`src/rtl/face_frame_streamer.sv`:
```
// Host-side driver for the face-detection core: streams one frame from the source RAM into
// the core pixel port, pulses enable_process, then captures the returned frame into the destination RAM.
module face_frame_streamer #(
  parameter int WIDTH       = 410,
  parameter int DEPTH       = 361,
  parameter int COLOR_DEPTH = 8,
  parameter int GAP_CYCLES  = 2,
  parameter int TIMEOUT     = 2**20,
  localparam int N  = WIDTH * DEPTH,
  localparam int AW = $clog2(N),
  localparam int TW = $clog2(TIMEOUT + 1)
) (
  input  logic                   clk_i,
  input  logic                   rst_ni,
  input  logic                   start_i,
  output logic                   busy_o,
  output logic                   done_o,
  output logic                   error_o,
  output logic                   src_rd_en_o,
  output logic [AW-1:0]          src_addr_o,
  input  logic [COLOR_DEPTH-1:0] src_data_i,
  output logic                   enable_o,
  output logic [COLOR_DEPTH-1:0] pixel_out_o,
  output logic                   enable_process_o,
  input  logic                   finish_i,
  input  logic [COLOR_DEPTH-1:0] image_in_i,
  output logic                   dst_we_o,
  output logic [AW-1:0]          dst_addr_o,
  output logic [COLOR_DEPTH-1:0] dst_data_o
);

  typedef enum logic [3:0] {
    S_IDLE,
    S_PREFETCH,
    S_ARM,
    S_STREAM,
    S_GAP,
    S_KICK,
    S_WAIT_FIN,
    S_SKIP,
    S_CAPTURE,
    S_DONE
  } state_t;

  localparam logic [AW-1:0] LAST_IDX = AW'(N - 1);
  localparam logic [AW:0]   LAST_RD  = (AW+1)'(N - 1);
  localparam logic [TW-1:0] GAP_LAST = TW'(GAP_CYCLES - 1);
  localparam logic [TW-1:0] TO_LAST  = TW'(TIMEOUT - 1);

  state_t                 state_q, state_d;
  logic [AW-1:0]          idx_q, idx_d;
  logic [TW-1:0]          cnt_q, cnt_d;
  logic [COLOR_DEPTH-1:0] pix_q, pix_d;
  logic                   dstWe_q, dstWe_d;
  logic [AW-1:0]          dstAddr_q, dstAddr_d;
  logic [COLOR_DEPTH-1:0] dstData_q, dstData_d;

  // While pixel idx_q is on the core port, the read for pixel idx_q+2 is in flight.
  logic [AW:0] rdAddrWide;
  assign rdAddrWide = {1'b0, idx_q} + (AW+1)'(2);

  always_ff @(posedge clk_i or negedge rst_ni) begin
    if (!rst_ni) begin
      state_q   <= S_IDLE;
      idx_q     <= '0;
      cnt_q     <= '0;
      pix_q     <= '0;
      dstWe_q   <= 1'b0;
      dstAddr_q <= '0;
      dstData_q <= '0;
    end else begin
      state_q   <= state_d;
      idx_q     <= idx_d;
      cnt_q     <= cnt_d;
      pix_q     <= pix_d;
      dstWe_q   <= dstWe_d;
      dstAddr_q <= dstAddr_d;
      dstData_q <= dstData_d;
    end
  end

  always_comb begin
    state_d          = state_q;
    idx_d            = idx_q;
    cnt_d            = cnt_q;
    pix_d            = pix_q;
    dstWe_d          = 1'b0;
    dstAddr_d        = dstAddr_q;
    dstData_d        = dstData_q;
    src_rd_en_o      = 1'b0;
    src_addr_o       = '0;
    enable_o         = 1'b0;
    enable_process_o = 1'b0;
    done_o           = 1'b0;
    error_o          = 1'b0;

    case (state_q)
      S_IDLE: begin
        idx_d = '0;
        cnt_d = '0;
        if (start_i) state_d = S_PREFETCH;
      end
      S_PREFETCH: begin
        src_rd_en_o = 1'b1;
        state_d     = S_ARM;
      end
      S_ARM: begin
        enable_o = 1'b1;
        if (N > 1) begin
          src_rd_en_o = 1'b1;
          src_addr_o  = AW'(1);
        end
        pix_d   = src_data_i;
        idx_d   = '0;
        state_d = S_STREAM;
      end
      S_STREAM: begin
        if (rdAddrWide <= LAST_RD) begin
          src_rd_en_o = 1'b1;
          src_addr_o  = rdAddrWide[AW-1:0];
        end
        if (idx_q == LAST_IDX) begin
          pix_d   = '0;
          cnt_d   = '0;
          state_d = S_GAP;
        end else begin
          pix_d = src_data_i;
          idx_d = idx_q + AW'(1);
        end
      end
      S_GAP: begin
        if (cnt_q == GAP_LAST) state_d = S_KICK;
        else                   cnt_d   = cnt_q + TW'(1);
      end
      S_KICK: begin
        enable_process_o = 1'b1;
        cnt_d            = '0;
        state_d          = S_WAIT_FIN;
      end
      S_WAIT_FIN: begin
        if (finish_i) begin
          state_d = S_SKIP;
        end else if (cnt_q == TO_LAST) begin
          error_o = 1'b1;
          state_d = S_IDLE;
        end else begin
          cnt_d = cnt_q + TW'(1);
        end
      end
      S_SKIP: begin
        idx_d   = '0;
        state_d = S_CAPTURE;
      end
      S_CAPTURE: begin
        // The core must hold finish for the whole returned frame.
        if (!finish_i) begin
          error_o = 1'b1;
          state_d = S_IDLE;
        end else begin
          dstWe_d   = 1'b1;
          dstAddr_d = idx_q;
          dstData_d = image_in_i;
          if (idx_q == LAST_IDX) state_d = S_DONE;
          else                   idx_d   = idx_q + AW'(1);
        end
      end
      S_DONE: begin
        done_o  = 1'b1;
        state_d = S_IDLE;
      end
      default: state_d = S_IDLE;
    endcase
  end

  assign busy_o      = (state_q != S_IDLE);
  assign pixel_out_o = pix_q;
  assign dst_we_o    = dstWe_q;
  assign dst_addr_o  = dstAddr_q;
  assign dst_data_o  = dstData_q;

endmodule
```
`config.mk`:
```
export PLATFORM = sky130hd
export DESIGN_NAME = face_frame_streamer
export DESIGN_NICKNAME = d
export VERILOG_FILES = /design/src/rtl/face_frame_streamer.sv
export SDC_FILE = /design/constraint.sdc
export NUM_CORES = 1
export LEC_CHECK = 0
export ABC_AREA = 1
export BUFFER_PORTS_ARGS = -buffer_cell sky130_fd_sc_hd__buf_2
export CORE_MARGIN = 10
export CORE_UTILIZATION = 55
export DETAILED_ROUTE_END_ITERATION = 12
export HOLD_SLACK_MARGIN = 0.02
export PLACE_DENSITY_LB_ADDON = 0.15
export REMOVE_ABC_BUFFERS = 1
export SLEW_MARGIN = 20
export SYNTH_ARGS = -nofsm -noshare
export SYNTH_HDL_FRONTEND = slang
export SYNTH_SLANG_ARGS = --single-unit
```
`constraint.sdc`:
```
create_clock -name clk_i -period 7.2 [get_ports clk_i]
set_input_delay 1.44 -clock clk_i [delete_from_list [all_inputs] [get_ports clk_i]]
set_output_delay 1.44 -clock clk_i [all_outputs]
set_load 0.05 [all_outputs]
```
# Word level (Yosys, flattened, before mapping)
# Index checks and enable logic that the tools add are counted.
[classes]
n_addsub = 3
n_lt_le_gt_ge = 1
eq_ne = 21
n_mux = 31
reduce_logical = 12
[op_table]
columns = ["cell", "n"]
rows = [
  ["$mux W21", 4],
  ["$pmux W21 S4", 1],
  ["$mux W18", 3],
  ["$pmux W18 S3", 1],
  ["$pmux W18 S2", 1],
  ["$pmux W4 S9", 1],
  ["$mux W4", 7],
  ["$add A21 B1 Y21 const B", 1],
  ["$eq A21 B1 Y1 const B", 1],
  ["$eq A21 B20 Y1 const B", 1],
  ["$add A18 B2 Y19 const B", 1],
  ["$le A19 B18 Y1 const B", 1],
  ["$add A18 B1 Y18 const B", 1],
  ["$eq A18 B18 Y1 const B", 1],
  ["$eq A4 B3 Y1 const B", 4],
  ["$pmux W8 S2", 1],
  ["$ne A2 B2 Y1 const B", 7],
  ["$reduce_and A5 Y1", 2],
  ["$mux W1", 9],
  ["$eq A4 B2 Y1 const B", 2],
  ["$eq A4 B4 Y1 const B", 2],
  ["$mux W8", 1],
  ["$reduce_bool A4 Y1", 2],
  ["$ne A3 B3 Y1 const B", 2],
  ["8 further kinds", 11],
]
[word_totals]
register_bits = 78
in_bits = 20
output_inout_bits = 59
word_cells = 75

# Logic depth before layout (Yosys ltp)
# Gate-level depths: netlist of run 1.
[logic_depth]
ltp_word = 4
depth_mapped = 17
depth_no_buf = 15

# Worst setup path after synthesis of run 1
# OpenSTA, ideal clock, no wires.
[synth_path]
path_kind = "input port to output port"
start = "in finish_i"
end = "out error_o"
t_arrival_ns = 2.652
t_required_ns = 5.760
slack_ns = 3.108
path_stages = 1
n_path_buf = 0
cell_sequence = "o31ai_1"
[synth_between]
elab_chain_len = 2
word_cells_on_any_way = 3
classes_between = "mux: 3"
[synth_lines]
columns = ["item", "line", "text"]
rows = [
  ["start, declared", "25", "input logic finish_i,"],
  ["$mux W1 (on tied branches)", "156, 141", ""],
  ["$pmux W1 S2 *", "97", "case (state_q)"],
  ["end, declared", "18", "output logic error_o,"],
]
# Every way passes the cells marked *; elsewhere a longest branch is shown, timed or not.

# Worst setup path after layout of run 1
[layout_path]
start = "reg idx_q[1]"
end = "out src_addr_o[3]"
[layout_between]
elab_chain_len = 4
[layout_lines]
columns = ["item", "line", "text"]
rows = [
  ["start, declared", "51", "logic [AW-1:0] idx_q, idx_d;"],
  ["start signal, assigned", "73", "idx_q <= idx_d;"],
  ["$add A18 B2 Y19 *", "60", "assign rdAddrWide = {1'b0, idx_q} + (AW+1)'(2);"],
  ["$le A19 B18 Y1", "118", "if (rdAddrWide <= LAST_RD) begin"],
  ["$mux W18 *", "118", ""],
  ["$pmux W18 S2 *", "97", ""],
  ["end, declared", "20", "output logic [AW-1:0] src_addr_o,"],
]
# Marked as above.

==> impl_metrics.tcl, run 1 <==
set metrics [dict create \
    setup_tns_ps 0 \
    hold_buffers 0 \
    grt_use_total_pct 21.9 \
    die_h_um 115 \
    firstDrtPassIters 7 \
    ys_types 35 \
    synth_commonest_cells "nand2_1 (201), dfrtp_1 (78), nor2_1 (69), inv_1 (68), o21ai_0 (64)" \
    path_class "reg -> out" \
    post-synth-top-count-cell "nand2_1" \
    clockRootBuffer "clkbuf_8" \
    antenna_found_initial 0 \
    placed_area_um2 5350 \
    layoutNonFillerInstCount 883 \
    dp_hpwl_um 10700 \
    relSlewSlack_pct 34.1 \
    cts_buffers 9 \
    clockPowerShare_pct 16.8 \
    placed_cells 867 \
    synth_top_family_by_area "simple AND/OR/NAND/NOR gates" \
    drc 0 \
    io_pins 79 \
    hp-class "reg -> reg" \
    clkLatencyLatePin_ps 360 \
    hold_viol 0 \
    drt_iter0_markers 387 \
    ys.warnings.count 0 \
    slew_violations 0 \
    grt_pass1_vias 4848 \
    p_int_mw 0.937 \
    max_freq_mhz 222 \
    synth_mux_area_share_pct 0 \
    synth_cells 701 \
    clk_pin_slew_worst_paths_ps 90 \
    cts_buffer_depth 2 \
    coreArea_um2 8720 \
    ir_drop_mv 0.362 \
    die_area_um2 13100 \
    cp_max_fo 17 \
    synth_area_leaders "dfrtp_1 (40%), nand2_1 (15%), o21ai_0 (6.5%)" \
    drt-total-wl_um 14400 \
    synth_top_area_share_pct 39.6 \
    gp_congestion 0.960 \
    fin_nets 796 \
    syn2layout_area_growth_pct 12.8 \
    cts_tree "built" \
    netSwitchingFraction_pct 54.5 \
    grt_pass1_wl_um 23600 \
    fin_crit_sh_pct 62.5 \
    async_reset_ff_share_pct 100 \
    fin_crit_ps 4500 \
    synth_area_per_cell_um2 7.03 \
    synth_fa_ha_area_share_pct 1.52 \
    final_area_um2 5560 \
    drive_gt1_share_pct 17.8 \
    synth_xor_area_share_pct 3.38 \
    worst_pin_slew_ps 989 \
    status "finished, final reports clean" \
    rsz0062_at_grt "no" \
    initial_core_util_pct 56.5 \
    cts.repair.resized 0 \
    io_buffers 78 \
    htree_levels 3 \
    yosys.area_share.simple_pct 38.6 \
    die_w_um 115 \
    antenna_left 0 \
    synth_edf_count 0 \
    maxCapViolCount 0 \
    cp-start-kind "flop" \
    power_mw 2.06 \
    p_leak_nw 2.71 \
    antennaDiodeCount 0 \
    wl_per_cell_um 16.3 \
    p_comb_share_pct 52.9 \
    syn-cell-area_um2 4930 \
    ys_seq_elements 78 \
    yosysTopAreaCell "dfrtp_1" \
    cts_setup_buffers 0 \
    rows 34 \
    p_sw_mw 1.12 \
    vias 4938 \
    power.density_nw_per_um2 370 \
    num-fill-cells 816 \
    worst_ep_arrival_time_ps 3060 \
    cts_sinks 78 \
    gr-total-overflow 0 \
    crit_required_ps 5760 \
    crit_path_end_kind "primary output" \
    fin_worst_skew_ps 7.96 \
    setup_viol 0 \
    synth_compound_area_share_pct 9.19 \
    fin_util_pct 63.7 \
    grt_max_degree 79 \
    routed_via_density 5.59 \
    ys_seq_area_share_pct 39.6 \
    p_seq_share_pct 30.3 \
    synth-main-ff-cell "dfrtp_1" \
]
routing by layer:
metal / part of all wire [%] / GRT usage, % / vias up
met1: 42 / 27.2 / 2319
met3: 6.3 / 3.83 / 30
met4: 2.8 / 8.19 / 0
met5: 0 / 0 / -
met2: 49 / 36.9 / 161
li1: - / - / 2428
placed cells by master, fill, tap and decap left out, types with 6 or more instances in the layout:
| cell type | Yosys | routed |
|---|---|---|
| nor2_1 | 69 | 68 |
| nand2_2 | 9 | 9 |
| nand4_1 | 25 | 25 |
| nand3_1 | 54 | 54 |
| inv_1 | 68 | 68 |
| a21oi_1 | 10 | 10 |
| o21ai_0 | 64 | 64 |
| nor2_4 | 5 | 6 |
| nor3_1 | 22 | 22 |
| nor2_2 | 18 | 18 |
| buf_2 | 3 | 77 |
| xor2_1 | 17 | 17 |
| nor4_1 | 10 | 10 |
| dfrtp_1 | 78 | 78 |
| clkbuf_8 | 0 | 9 |
| nand2_1 | 201 | 201 |
| ha_1 | 6 | 6 |
cell type report:
| cell class | count | area, um^2 | area share [%] |
|---|---|---|---|
| multi-input combinational | 531 | 2600 | 46.8 |
| sequential | 78 | 1950 | 35.1 |
| timing repair buffer | 80 | 408 | 7.34 |
| inverter | 70 | 263 | 4.73 |
| clock inverter | 6 | 71.3 | 1.28 |
| tap | 108 | 135 | 2.43 |
| clock buffer | 10 | 128 | 2.30 |
cells by family (layout without fill, tap and decap cells):
group,Yosys count,count (layout)
compound gates,85,85
fa+ha+maj,6,6
simple gates,421,421
flops,78,78
xor+xnor,19,19
buf+inv,92,166
worst max-delay path: stages, from the launching register on:
cell and delay (ps):
dfrtp_1 490, ha_1 360, nand2_2 140, nor2_4 170
nand2_2 130, nor2_2 160, nand2_1 60, nand2_1 130
nor2_1 80, nand2_1 70, nor2_1 40, nand2_1 60
nand2_1 50, nand2_2 100, nand2_4 180, nor2_1 200
buf_2 290
stage by stage:
stage	hold WS, ps	worst slack, ps
3_3_place_gp	449	3190
2_1_floorplan	483	3110
6_report	475	2700
3_5_place_dp	458	3110
5_1_grt	496	2410
4_1_cts	479	2700
final timing paths:
path	slack, ps	end	startpoint	cells past startpoint
setup / recovery	2700	src_addr_o[3]	idx_q[1]	16
hold reg to reg	470	dst_data_o[6]	dst_data_o[6]	2
setup reg to reg	4530	cnt_q[3]	state_q[2]	9
min in group asynchronous	1240	dst_data_o[0]	rst_ni	1
max in group asynchronous	5330	pixel_out_o[0]	rst_ni	1
hold / removal	470	dst_data_o[6]	dst_data_o[6]	2
power by group through the flow:
stage	sequential, mW	combinational (mW)	clock [mW]
floorplan	0.960	0.456	0
global placement	0.624	1.07	0
detailed placement	0.632	1.08	0
CTS	0.624	1.09	0.350
global route	0.640	1.17	0.368
finish	0.624	1.09	0.345
sequential cells by signal (all words and copies together) (netlist names):
| signal | count |
|---|---|
| cnt_q | 21 |
| dst_addr_o | 18 |
| dst_data_o | 8 |
| dst_we_o | 1 |
| idx_q | 18 |
| pixel_out_o | 8 |
| state_q | 4 |
(Power assumes the default switching activity.)
==> run 2: changes to the inputs <==
- CORE_UTILIZATION: 55 -> 52
- clock period: 7.2 -> 4 ns (I/O delays scaled with it)
==> run 2 against run 1 <==
Net effect:
- cell area up 0.81%
- critical path depth unchanged
- power up 81%
- setup slack worse by 2400 ps
- sequential cell count unchanged
- non-clock buffer count up 1
- register-to-register slack worse by 3100 ps
- critical path type unchanged
==> impl_metrics.tcl, run 2 (synthesized netlist as in run 1, its figures left out) <==
set metrics [dict create \
    mostFrequentLayoutCells "nand2_1 (201), dfrtp_1 (78), buf_2 (77)" \
    grt_use_total_pct 20.4 \
    grt_max_degree 79 \
    rsz0062_at_grt "no" \
    worst_pin_slew_ps 978 \
    setup_viol 0 \
    hp-class "reg -> reg" \
    grt_pass1_wl_um 23800 \
    cts_setup_buffers 0 \
    wl_met3_um 856 \
    cts_buffers 9 \
    hold_depth 2 \
    cp_max_fo 17 \
    coreArea_um2 9240 \
    slew_violations 0 \
    rows 35 \
    dp_slack_ps 593 \
    hold_viol 0 \
    relSlewSlack_pct 34.8 \
    antenna_left 0 \
    ff2ff_path_depth 11 \
    ir_drop_mv 0.668 \
    setup_tns_ps 0 \
    fin_nets 797 \
    power.density_nw_per_um2 665 \
    drt_iter0_markers 368 \
    cts_sinks 78 \
    clk_pin_slew_worst_paths_ps 90 \
    largest_reg_flops 21 \
    drive_gt1_share_pct 18.0 \
    firstDrtPassIters 5 \
    crit_path_end_kind "primary output" \
    die_h_um 117 \
    htree_levels 3 \
    cts_buffer_depth 2 \
    fin_crit_sh_pct 93.0 \
    grt_pass1_vias 4671 \
    die_w_um 117 \
    dp_hpwl_um 10700 \
    top_layer "met4" \
    cts_tree "built" \
    p_leak_nw 2.73 \
    clkLatencyLatePin_ps 360 \
    fin_crit_ps 3720 \
    path_class "reg -> out" \
    gr-total-overflow 0 \
    largest-register "cnt_q" \
    maxCapViolCount 0 \
    final_common_cell "nand2_1" \
    routed_via_density 5.31 \
    max_freq_mhz 269 \
    clockRootBuffer "clkbuf_8" \
    initial_core_util_pct 53.3 \
    cp-start-kind "flop" \
    met1Wirelength_um 6420 \
    io_pins 79 \
    fin_ws_ps 280 \
    power_mw 3.73 \
    antenna_found_initial 0 \
    worst_ep_arrival_time_ps 2920 \
    drt-total-wl_um 14000 \
    status "finished, final reports clean" \
    die_area_um2 13800 \
    dr_wl_met2_um 6440 \
    gp_congestion 0.939 \
    wl_per_cell_um 15.4 \
    drc 0 \
    io_buffers 78 \
    antennaDiodeCount 0 \
    syn2layout_area_growth_pct 13.7 \
    crit_required_ps 3200 \
    fin_worst_skew_ps 12.2 \
    vias 4806 \
]
==> run 2: changes by cell type in the layout (fill, tap and decap cells not counted), sizes merged <==
cell | previous run | this run
buf | 80 | 81
clkbuf | 10 | 9
clkinv | 2 | 1
clkinvlp | 2 | 1
inv | 71 | 74
==> run 2: layout make-up <==
type                            count  area, um^2
Clock buffer                        9         124
Clock inverter                      7        86.3
Fill cell                         922        3640
Inverter                           70         263
Multi-Input combinational cell    531        2600
Sequential cell                    78        1950
Tap cell                          129         161
Timing Repair Buffer               81         415
==> run 2: routing by layer <==
layer | vias to the layer above | global-route usage [%]
met2 | 141 | 32.2
met5 | - | 0
li1 | 2417 | -
met1 | 2229 | 27.5
met3 | 19 | 4.27
met4 | 0 | 5.79
==> run 2: through the flow <==
step | instance area [um^2] | hold slack (ps) | util (%) | std cells
6_report | 5600 | 473 | 60.6 | 905
5_1_grt | 5600 | 497 | 60.6 | 905
4_1_cts | 5600 | 477 | 60.6 | 905
3_5_place_dp | 5390 | 453 | 58.3 | 889
3_3_place_gp | 5390 | 451 | 58.3 | 889
2_1_floorplan | 4810 | 483 | - | 679
==> run 2: path summary, 6_finish.rpt <==
check / from / endpoint / slack (ps)
min in group asynchronous: rst_ni / dst_we_o / 570
max reg2reg: state_q[3] / cnt_q[9] / 1400
max in group asynchronous: rst_ni / dst_addr_o[8] / 2760
min: dst_data_o[5] / dst_data_o[5] / 470
max: idx_q[1] / src_addr_o[3] / 280
min reg2reg: dst_data_o[5] / dst_data_o[5] / 470
==> run 2: timing repair <==
item | 4_1_cts | 5_1_grt
gates resized for setup | 0 | 2
hold buffers | 0 | 0
endpoints found under the hold margin | 0 | 0
setup endpoints to repair | 0 | 19
==> run 2: critical path, stage by stage, from the launching register on <==
cell	delay, ps
dfrtp_1	490
ha_2	310
nand2_2	120
nor2_4	170
nand2_2	130
nor2_2	160
nand2_1	60
nand2_1	110
nor2_1	70
nand2_1	80
nor2_1	40
nand2_1	50
nand2_1	60
nand2_2	90
nand2_4	190
nor2_1	150
buf_2	280
==> run 2: where the power goes <==
group / internal [mW] / total, mW / switching, mW
logic: 0.410 / 1.95 / 1.54
registers: 0.991 / 1.13 / 0.136
clock network: 0.303 / 0.648 / 0.345
total: 1.70 / 3.73 / 2.02
==> run 3: changes to the inputs <==
- REMOVE_ABC_BUFFERS: 1 -> unset
==> run 3 against run 2 <==
Net effect:
- sequential cell count unchanged
- sequential share of layout area increased by 0.054 points
- clock-buffer cell count up 1
- cell count shrank 0.11%
- non-clock buffer count decreased by 1
- worst hold slack got worse by 4.6 ps
- core utilization is 0.095 points lower
- global-route usage fell by 1.2 points
- maximum frequency increased by 0.82%
- routed wire length is 3.9% lower
- via count up 1.1%
- cell area shrank 0.16%
- critical endpoint is now src_addr_o[1]
- largest power group unchanged
==> impl_metrics.tcl, run 3 (synthesized netlist as in run 1, its figures left out) <==
set metrics [dict create \
    layoutNonFillerInstCount 904 \
    hp-class "reg -> reg" \
    mostFrequentLayoutCells "nand2_1 (201), dfrtp_1 (78), buf_2 (77)" \
    grtUsageMet2_pct 33.3 \
    cp_max_fo 17 \
    clk_pin_slew_worst_paths_ps 80 \
    cts_sinks 78 \
    io_pins 79 \
    initial_core_util_pct 53.3 \
    drt-total-wl_um 13400 \
    vias 4858 \
    slowest_stage "dfrtp_1" \
    grt_pass1_wl_um 22400 \
    setup_tns_ps 0 \
    die_area_um2 13800 \
    cts_setup_buffers 0 \
    worst_pin_slew_ps 996 \
    placed_cells 888 \
    final_common_cell "nand2_1" \
    grt_util_met3_pct 4.27 \
    clkLatencyLatePin_ps 350 \
    routed_via_density 5.37 \
    relSlewSlack_pct 33.6 \
    grt.met1_usage_pct 22.3 \
    power.density_nw_per_um2 661 \
    slew_violations 0 \
    htree_levels 3 \
    reg2reg_from "state_q[3]" \
    path_class "reg -> out" \
    gr-total-overflow 0 \
    grt_busiest_layer "met2" \
    coreArea_um2 9240 \
    p_leak_nw 2.72 \
    drc 0 \
    rsz0062_at_grt "no" \
    dp_hpwl_um 10100 \
    cp-start-kind "flop" \
    gp_congestion 1.04 \
    cts_buffers 9 \
    grt_max_degree 79 \
    fin_crit_sh_pct 92.2 \
    maxCapViolCount 0 \
    drt_iter0_markers 418 \
    final_area_um2 5590 \
    drive_gt1_share_pct 17.8 \
    largest_reg_flops 21 \
    crit_path_end_kind "primary output" \
    crit_chain "ha_2 -> nand3_1 -> nor2_2 -> nand2_1 -> nand2_1 -> nand2_1 -> inv_1 -> nand3_1 -> nor2_1 -> nand3_1 -> nand2_2 -> nand2_4 -> nor2_2 -> buf_2" \
    worst_ep_arrival_time_ps 2890 \
    die_h_um 117 \
    clockRootBuffer "clkbuf_8" \
    syn2layout_area_growth_pct 13.6 \
    fin_worst_skew_ps 9.94 \
    crit_required_ps 3200 \
    worstSetupStartpoint "idx_q[1]" \
    cts_tree "built" \
    grt_use_total_pct 19.2 \
    firstDrtPassIters 6 \
    min_from "dst_data_o[7]" \
    status "finished, final reports clean" \
    rows 35 \
    placed_area_um2 5380 \
    die_w_um 117 \
    hold_viol 0 \
    largest-register "cnt_q" \
    wl_per_cell_um 14.8 \
    max_freq_mhz 271 \
    ir_drop_mv 0.451 \
    setup_viol 0 \
    fin_nets 796 \
    io_buffers 78 \
    fin_crit_ps 3690 \
    fin_util_pct 60.5 \
    antennaDiodeCount 0 \
    grt_pass1_vias 4692 \
    dp_slack_ps 633 \
    cts_buffer_depth 2 \
    antenna_left 0 \
    max_stage_delay_ps 480 \
    antenna_found_initial 0 \
    syn_nets 727 \
    fin_ws_ps 310 \
]
## run 3: cell types whose count changed in the layout (fill, tap and decap cells not counted), sizes merged
cell	before	now
bufinv	1	2
inv	74	70
clkbuf	9	10
buf	81	80
clkinv	1	3
## run 3: what timing repair did
item / CTS / global route
hold buffers: 0 / 0
setup endpoints to repair: 0 / 12
gates resized for setup: 0 / 1
## run 3: worst paths after layout
check / endpoint / slack, ps / cells after the start
setup / recovery: src_addr_o[1] / 310 / 14
hold / removal: dst_data_o[7] / 470 / 2
setup reg to reg: cnt_q[3] / 1420 / 10
hold reg to reg: dst_data_o[7] / 470 / 2
max in group asynchronous: dst_addr_o[10] / 2740 / 1
min in group asynchronous: dst_addr_o[16] / 590 / 1
## run 3: layer usage
layer	share of wire, %	up-vias
li1	-	2417
met1	42	2209
met2	49	195
met3	6.0	37
met4	2.8	0
met5	0	-
## run 3: layout make-up
class                      count  area (um^2)
timing repair buffer          80          408
clock buffer                  10          128
multi-input combinational    531         2600
fill                         858         3650
clock inverter                 6         86.3
tap                          129          161
inverter                      70          263
sequential                    78         1950
## run 3: stage by stage
stage                     hold slack, ps  power [mW]
final                                469        3.70
after CTS                            473        3.73
after detailed placement             453        3.08
after global placement               450        3.05
after global routing                 506        3.94
after floorplan                      483        2.63
## run 3: critical path: cells and delay by family (launching register included)
family	cells	cell delay (ps)
flops	1	480
simple gates	11	1390
buf+inv	2	370
fa+ha+maj	1	310
## run 3: where the power goes
part           switching (mW)  internal [mW]  total, mW  leakage, nW
logic                    1.52          0.409       1.93         1.59
registers               0.129          0.991       1.12         1.03
clock network           0.301          0.351      0.652        0.106
total                    1.95           1.75       3.70         2.72
